==> src/rtl/uart_pkg.sv <==
// Shared types and frame-layout constants for the UART transmit path.
package uart_pkg;

    typedef enum logic [2:0] {
        IDLE   = 3'd0,
        START  = 3'd1,
        DATA   = 3'd2,
        PARITY = 3'd3,
        STOP   = 3'd4
    } state_e;

    localparam int FRAME_W     = 11;
    localparam int FR_START    = 10;
    localparam int FR_DATA_MSB = 9;
    localparam int FR_DATA_LSB = 2;
    localparam int FR_PAR      = 1;
    localparam int FR_STOP     = 0;

    localparam logic [1:0] PARITY_NONE = 2'b11;

    // Frame slot carrying the data bit numbered bit_cnt (0 = first bit sent).
    function automatic logic [3:0] data_slot(input logic eight_bits, input logic [2:0] bit_cnt);
        logic [3:0] first_slot;
        first_slot = eight_bits ? 4'(FR_DATA_MSB) : 4'(FR_DATA_MSB - 1);
        return first_slot - {1'b0, bit_cnt};
    endfunction

    function automatic logic [2:0] last_data_cnt(input logic eight_bits);
        return eight_bits ? 3'd7 : 3'd6;
    endfunction

endpackage

==> src/rtl/uart_baud_gen.sv <==
// Bit-period divider: counts 0..CLKS_PER_BIT-1 and flags the wrap cycle and the cycle before it.
module uart_baud_gen #(
    parameter int CLKS_PER_BIT = 868,
    parameter int CNT_W        = 10
) (
    input  logic clk,
    input  logic rst,
    input  logic clear_i,
    output logic bit_tick_o,
    output logic pre_tick_o
);

    localparam logic [CNT_W-1:0] LAST_CNT = CNT_W'(CLKS_PER_BIT - 1);
    localparam logic [CNT_W-1:0] PRE_CNT  = CNT_W'(CLKS_PER_BIT - 2);

    logic [CNT_W-1:0] cnt_q;
    logic [CNT_W-1:0] cnt_d;

    // Next count: held at zero while cleared, wraps at the end of each bit.
    always_comb begin
        cnt_d = cnt_q;
        if (clear_i) begin
            cnt_d = '0;
        end else if (cnt_q == LAST_CNT) begin
            cnt_d = '0;
        end else begin
            cnt_d = cnt_q + {{(CNT_W-1){1'b0}}, 1'b1};
        end
    end

    // Counter register.
    always_ff @(posedge clk or posedge rst) begin
        if (rst) begin
            cnt_q <= '0;
        end else begin
            cnt_q <= cnt_d;
        end
    end

    assign bit_tick_o = !clear_i && (cnt_q == LAST_CNT);
    assign pre_tick_o = !clear_i && (cnt_q == PRE_CNT);

endmodule

==> src/rtl/uart_tx_ctrl.sv <==
// UART frame sequencer: latches a frame on request and shifts start/data/parity/stop onto tx_out.
module uart_tx_ctrl
    import uart_pkg::*;
#(
    parameter int CLKS_PER_BIT = 868,
    parameter int CNT_W        = 10
) (
    input  logic               clk,
    input  logic               rst,
    input  logic               tx_start,
    input  logic [FRAME_W-1:0] frame_in,
    input  logic               data_length,
    input  logic [1:0]         parity_type,
    input  logic               stop_bits,
    output logic               tx_out,
    output logic               busy,
    output logic               done
);

    state_e                    state_q, state_d;
    logic [FR_DATA_MSB:FR_PAR] slots_q, slots_d;
    logic                      len8_q, len8_d;
    logic                      par_en_q, par_en_d;
    logic                      two_stop_q, two_stop_d;
    logic [2:0]                bit_cnt_q, bit_cnt_d;
    logic                      stop2_q, stop2_d;
    logic                      tx_q, tx_d;
    logic                      busy_q, busy_d;
    logic                      done_q, done_d;
    logic                      clr_s;
    logic                      tick_s;
    logic                      pre_tick_s;
    logic                      last_stop_s;
    logic                      unused_stop_s;

    // The stop slot is implied: the line is always driven high for stop bits.
    assign unused_stop_s = frame_in[FR_STOP];

    uart_baud_gen #(
        .CLKS_PER_BIT(CLKS_PER_BIT),
        .CNT_W       (CNT_W)
    ) u_baud (
        .clk       (clk),
        .rst       (rst),
        .clear_i   (clr_s),
        .bit_tick_o(tick_s),
        .pre_tick_o(pre_tick_s)
    );

    assign last_stop_s = !two_stop_q || stop2_q;

    // Next-state and next-output logic; tx/busy/done are computed one cycle ahead and registered.
    always_comb begin
        state_d    = state_q;
        slots_d    = slots_q;
        len8_d     = len8_q;
        par_en_d   = par_en_q;
        two_stop_d = two_stop_q;
        bit_cnt_d  = bit_cnt_q;
        stop2_d    = stop2_q;
        tx_d       = tx_q;
        busy_d     = busy_q;
        done_d     = 1'b0;
        clr_s      = 1'b0;
        case (state_q)
            IDLE: begin
                tx_d   = 1'b1;
                busy_d = 1'b0;
                clr_s  = 1'b1;
                if (tx_start) begin
                    state_d    = START;
                    slots_d    = frame_in[FR_DATA_MSB:FR_PAR];
                    len8_d     = data_length;
                    par_en_d   = (parity_type != PARITY_NONE);
                    two_stop_d = stop_bits;
                    bit_cnt_d  = 3'd0;
                    stop2_d    = 1'b0;
                    tx_d       = frame_in[FR_START];
                    busy_d     = 1'b1;
                end else begin
                    state_d = IDLE;
                end
            end
            START: begin
                if (tick_s) begin
                    state_d   = DATA;
                    bit_cnt_d = 3'd0;
                    tx_d      = slots_q[data_slot(len8_q, 3'd0)];
                end else begin
                    state_d = START;
                end
            end
            DATA: begin
                if (tick_s) begin
                    if (bit_cnt_q == last_data_cnt(len8_q)) begin
                        if (par_en_q) begin
                            state_d = PARITY;
                            tx_d    = slots_q[FR_PAR];
                        end else begin
                            state_d = STOP;
                            tx_d    = 1'b1;
                        end
                    end else begin
                        bit_cnt_d = bit_cnt_q + 3'd1;
                        tx_d      = slots_q[data_slot(len8_q, bit_cnt_q + 3'd1)];
                    end
                end else begin
                    state_d = DATA;
                end
            end
            PARITY: begin
                if (tick_s) begin
                    state_d = STOP;
                    tx_d    = 1'b1;
                end else begin
                    state_d = PARITY;
                end
            end
            STOP: begin
                // done must be high during the wrap cycle, so it is registered from the cycle before.
                done_d = last_stop_s && pre_tick_s;
                if (tick_s) begin
                    if (last_stop_s) begin
                        state_d = IDLE;
                        tx_d    = 1'b1;
                        busy_d  = 1'b0;
                    end else begin
                        stop2_d = 1'b1;
                    end
                end else begin
                    state_d = STOP;
                end
            end
            default: begin
                state_d = IDLE;
                tx_d    = 1'b1;
                busy_d  = 1'b0;
            end
        endcase
    end

    // State, shadow configuration and registered outputs.
    always_ff @(posedge clk or posedge rst) begin
        if (rst) begin
            state_q    <= IDLE;
            slots_q    <= '0;
            len8_q     <= 1'b0;
            par_en_q   <= 1'b0;
            two_stop_q <= 1'b0;
            bit_cnt_q  <= 3'd0;
            stop2_q    <= 1'b0;
            tx_q       <= 1'b1;
            busy_q     <= 1'b0;
            done_q     <= 1'b0;
        end else begin
            state_q    <= state_d;
            slots_q    <= slots_d;
            len8_q     <= len8_d;
            par_en_q   <= par_en_d;
            two_stop_q <= two_stop_d;
            bit_cnt_q  <= bit_cnt_d;
            stop2_q    <= stop2_d;
            tx_q       <= tx_d;
            busy_q     <= busy_d;
            done_q     <= done_d;
        end
    end

    assign tx_out = tx_q;
    assign busy   = busy_q;
    assign done   = done_q;

endmodule

==> config.mk <==
export PLATFORM = sky130hd
export DESIGN_NAME = uart_tx_ctrl
export DESIGN_NICKNAME = d
export VERILOG_FILES = /design/src/rtl/uart_pkg.sv /design/src/rtl/uart_baud_gen.sv /design/src/rtl/uart_tx_ctrl.sv
export SDC_FILE = /design/constraint.sdc
export NUM_CORES = 1
export LEC_CHECK = 0
export CAP_MARGIN = 10
export CORE_ASPECT_RATIO = 0.8
export CORE_MARGIN = 4
export CORE_UTILIZATION = 55
export DETAILED_ROUTE_END_ITERATION = 8
export DONT_BUFFER_PORTS = 1
export PLACE_DENSITY_LB_ADDON = 0.12
export SETUP_SLACK_MARGIN = 0.3
export SLEW_MARGIN = 10
export SYNTH_ARGS = -nofsm -noshare
export SYNTH_HDL_FRONTEND = slang
export SYNTH_SLANG_ARGS = --single-unit
==> constraint.sdc <==
create_clock -name clk -period 2.56 [get_ports clk]
set_input_delay 0.512 -clock clk [delete_from_list [all_inputs] [get_ports clk]]
set_output_delay 0.512 -clock clk [all_outputs]
set_load 0.05 [all_outputs]
==> flow_metrics.py <==
metrics = {
    "status": {
        "status": "finished clean",
    },
    "sta": {
        "finalSetupViolCount": 0,
        "setup_tns_ps": 0,
        "tightest_slew_ps": 606.4,
        "maxSlewHeadroom_pct": 59.53,
        "fmax_mhz": 458.3,
        "fin_skew_ps": 6.144,
        "final.period_utilization_pct": 85.23,
        "slew_viol_final": 0,
        "rsz0062_at_grt": "false",
        "worst_slack_ps": 378.0,
        "period_needed_ps": 2182,
        "finalHoldViolCount": 0,
    },
    "pwr": {
        "power_density_nw_per_um2": 891.2,
        "p_seq_share_pct": 45.7,
        "p_sw_share_pct": 33.17,
        "vdd_drop_max_mv": 0.5928,
        "power_frac_comb_pct": 25.5,
        "power_switching_uw": 558.5,
        "p_clk_share_pct": 28.8,
        "total_power_uw": 1684,
        "internal_power_uw": 1125,
        "p_leak_uw": 0.0008003,
    },
    "final_layout": {
        "fin_cells": 215,
        "layout_commonest_cell": "dfrtp_1",
        "diodes": 0,
        "layout.nets": 197,
        "mostFrequentLayoutCells": "31 x dfrtp_1, 17 x nor2_1, 13 x nand2_1",
        "fillerInstances": 266,
        "synthToLayoutAreaGrowth_pct": 7.092,
        "final_layout_size_suffix_gt1_share_pct": 18.29,
    },
    "yosys": {
        "synth_flop_cell": "dfrtp_1",
        "ys_seq_area_share_pct": 45.46,
        "synth_edf_count": 0,
        "netlist_instances": 173,
        "async_flop_share_pct": 100.0,
        "ys_warn_count": 0,
        "synth-seq-cells": 32,
        "synth_cell_types": 46,
        "synth.avg_cell_area_um2": 10.20,
        "syn_nets": 196,
        "synth_area_um2": 1764,
    },
    "detailed_routing": {
        "dr.pass1.iters": 4,
        "post_drt_via_cell_ratio": 5.958,
        "drt_iter0_markers": 116,
        "drt_wl_total_mm": 3.586,
        "ant_nets": 0,
        "vias": 1281,
        "post_drt_wl_per_cell_um": 16.68,
        "drc": 0,
    },
    "critical_path": {
        "critPathMaxFanout": 6,
        "arrival_ps": 2420,
        "startpoint_type": "register",
        "crit_type": "register to register",
        "cp.required_ps": 2800,
        "reg2reg_depth": 7,
        "crit_path_end_kind": "register",
    },
    "floorplanning": {
        "dieWidth_um": 71.32,
        "io_pins": 21,
        "fp.dieH_um": 58.66,
        "coreArea_um2": 3085,
        "start_util_pct": 57.18,
        "row_count": 18,
        "die_area_um2": 4183,
    },
    "cts": {
        "cts_tree": "built",
        "clk_pin_slew_ps": 70,
        "cts_max_path_buffers": 2,
        "hold_buffers": 0,
        "post_cts_buffers": 0,
        "cts_buffers": 5,
        "cts_sinks": 32,
        "clkLatencyLatePin_ps": 290,
        "cts-root-buf": "clkbuf_8",
        "htreeDepth": 2,
        "post_cts_resized": 0,
    },
    "global_routing": {
        "grt_pass1_vias": 1270,
        "antenna_found_initial": 0,
        "grt_pass1_wl_mm": 6.078,
        "grt.total_usage_pct": 19.45,
        "grt_overflow": 0,
        "grt_max_degree": 18,
    },
    "placed_design": {
        "io_buffers": 0,
        "dp.cells": 207,
        "dp_hpwl_mm": 2.662,
        "place.gp.congestion": 0.8827,
        "post-place-ws_ps": 381.0,
    },
    "worst_hold_path": {
        "hold_path.class": "input port to async pin",
    },
    "run": {
        "max-cap-violations": 0,
    },
}
-- per-stage QoR --
stage | hold slack, ps | instance area [um2] | utilization [%]
final | 173.6 | 1889 | 61.23
after global routing | 221.5 | 1889 | 61.23
after CTS | 189.9 | 1882 | 60.99
after detailed placement | 495.5 | 1770 | 57.38
after global placement | 487.1 | 1770 | 57.38
after floorplan | 471.3 | 1764 | -
-- kinds of logic after synthesis --
logic type / after synthesis / share of synthesized area (%)
mux: 16 / 10.07
buf+inv: 16 / 4.823
compound gates: 36 / 13.41
fa+ha+maj: 5 / 3.546
xor+xnor: 9 / 4.468
simple gates: 59 / 18.23
flops: 32 / 45.46
-- worst paths after layout --
kind                                     startpoint                endpoint  slack (ps)
setup / recovery           bit_cnt_q[1]$_DFFE_PP0P_      tx_out$_DFFE_PP1P_         380
hold / removal                                  rst  two_stop_q$_DFFE_PP0P_         170
setup reg to reg           bit_cnt_q[1]$_DFFE_PP0P_      tx_out$_DFFE_PP1P_         380
hold reg to reg              slots_q[5]$_DFFE_PP0P_  slots_q[5]$_DFFE_PP0P_         510
max in group asynchronous                       rst          done$_DFF_PP0_        1720
min in group clk                     parity_type[1]    par_en_q$_DFFE_PP0P_         310
-- synth_stat cells, drive strengths merged (2+ instances only) --
cell,number,area share (%)
dfrtp,31,44
nor2,19,4.9
nand2,13,2.8
mux2,11,7.2
o21ai,11,3.1
inv,9,1.9
a21oi,8,2.9
nand3,8,2.3
buf,7,2.9
ha,5,3.5
mux2i,5,2.8
xor2,5,2.5
nor3,4,1.1
xnor2,4,2.0
a21o,3,1.3
a31oi,3,1.1
a211oi,2,0.85
and3,2,0.71
nor2b,2,0.71
nor4b,2,1.8
-- critical path, cell delays in order, from the launching register on --
cell and delay, ps:
dfrtp_1 420, ha_1 340, inv_1 80, ha_2 380
mux2i_1 230, mux2i_1 140, a2111oi_2 370, o22a_1 170
-- power by group through the flow --
| stage | clock (uW) | combinational, uW | sequential (uW) |
|---|---|---|---|
| after floorplan | 0 | 353 | 740 |
| after global placement | 0 | 383 | 767 |
| after detailed placement | 0 | 407 | 778 |
| after CTS | 492 | 412 | 768 |
| after global routing | 518 | 471 | 790 |
| final | 484 | 429 | 770 |
-- flip-flops by register name, summed over array words and instances (netlist names) --
signal and flops:
state_q 3, len8_q 1, tx_out 1, slots_q 9, busy 1, done 1
stop2_q 1, two_stop_q 1, bit_cnt_q 3, par_en_q 1, u_baud.cnt_q 10
-- layout make-up --
cell class / instances / area (um2) / area share (%)
repair buffers: 1 / 7.507 / 0.3974
flip-flops and latches: 32 / 802.0 / 42.45
inverters: 9 / 33.78 / 1.788
well taps: 40 / 50.05 / 2.649
clock inverters: 3 / 42.54 / 2.252
multi-input cells: 125 / 884.6 / 46.82
clock buffers: 5 / 68.82 / 3.642
-- metal layers --
layer	routed length, um	GRT usage, %
met1	1730	26.70
met2	1484	27.75
met3	312	8.874
met4	59	5.630
met5	0	0
No activity file was read; power rests on OpenSTA's default activity.
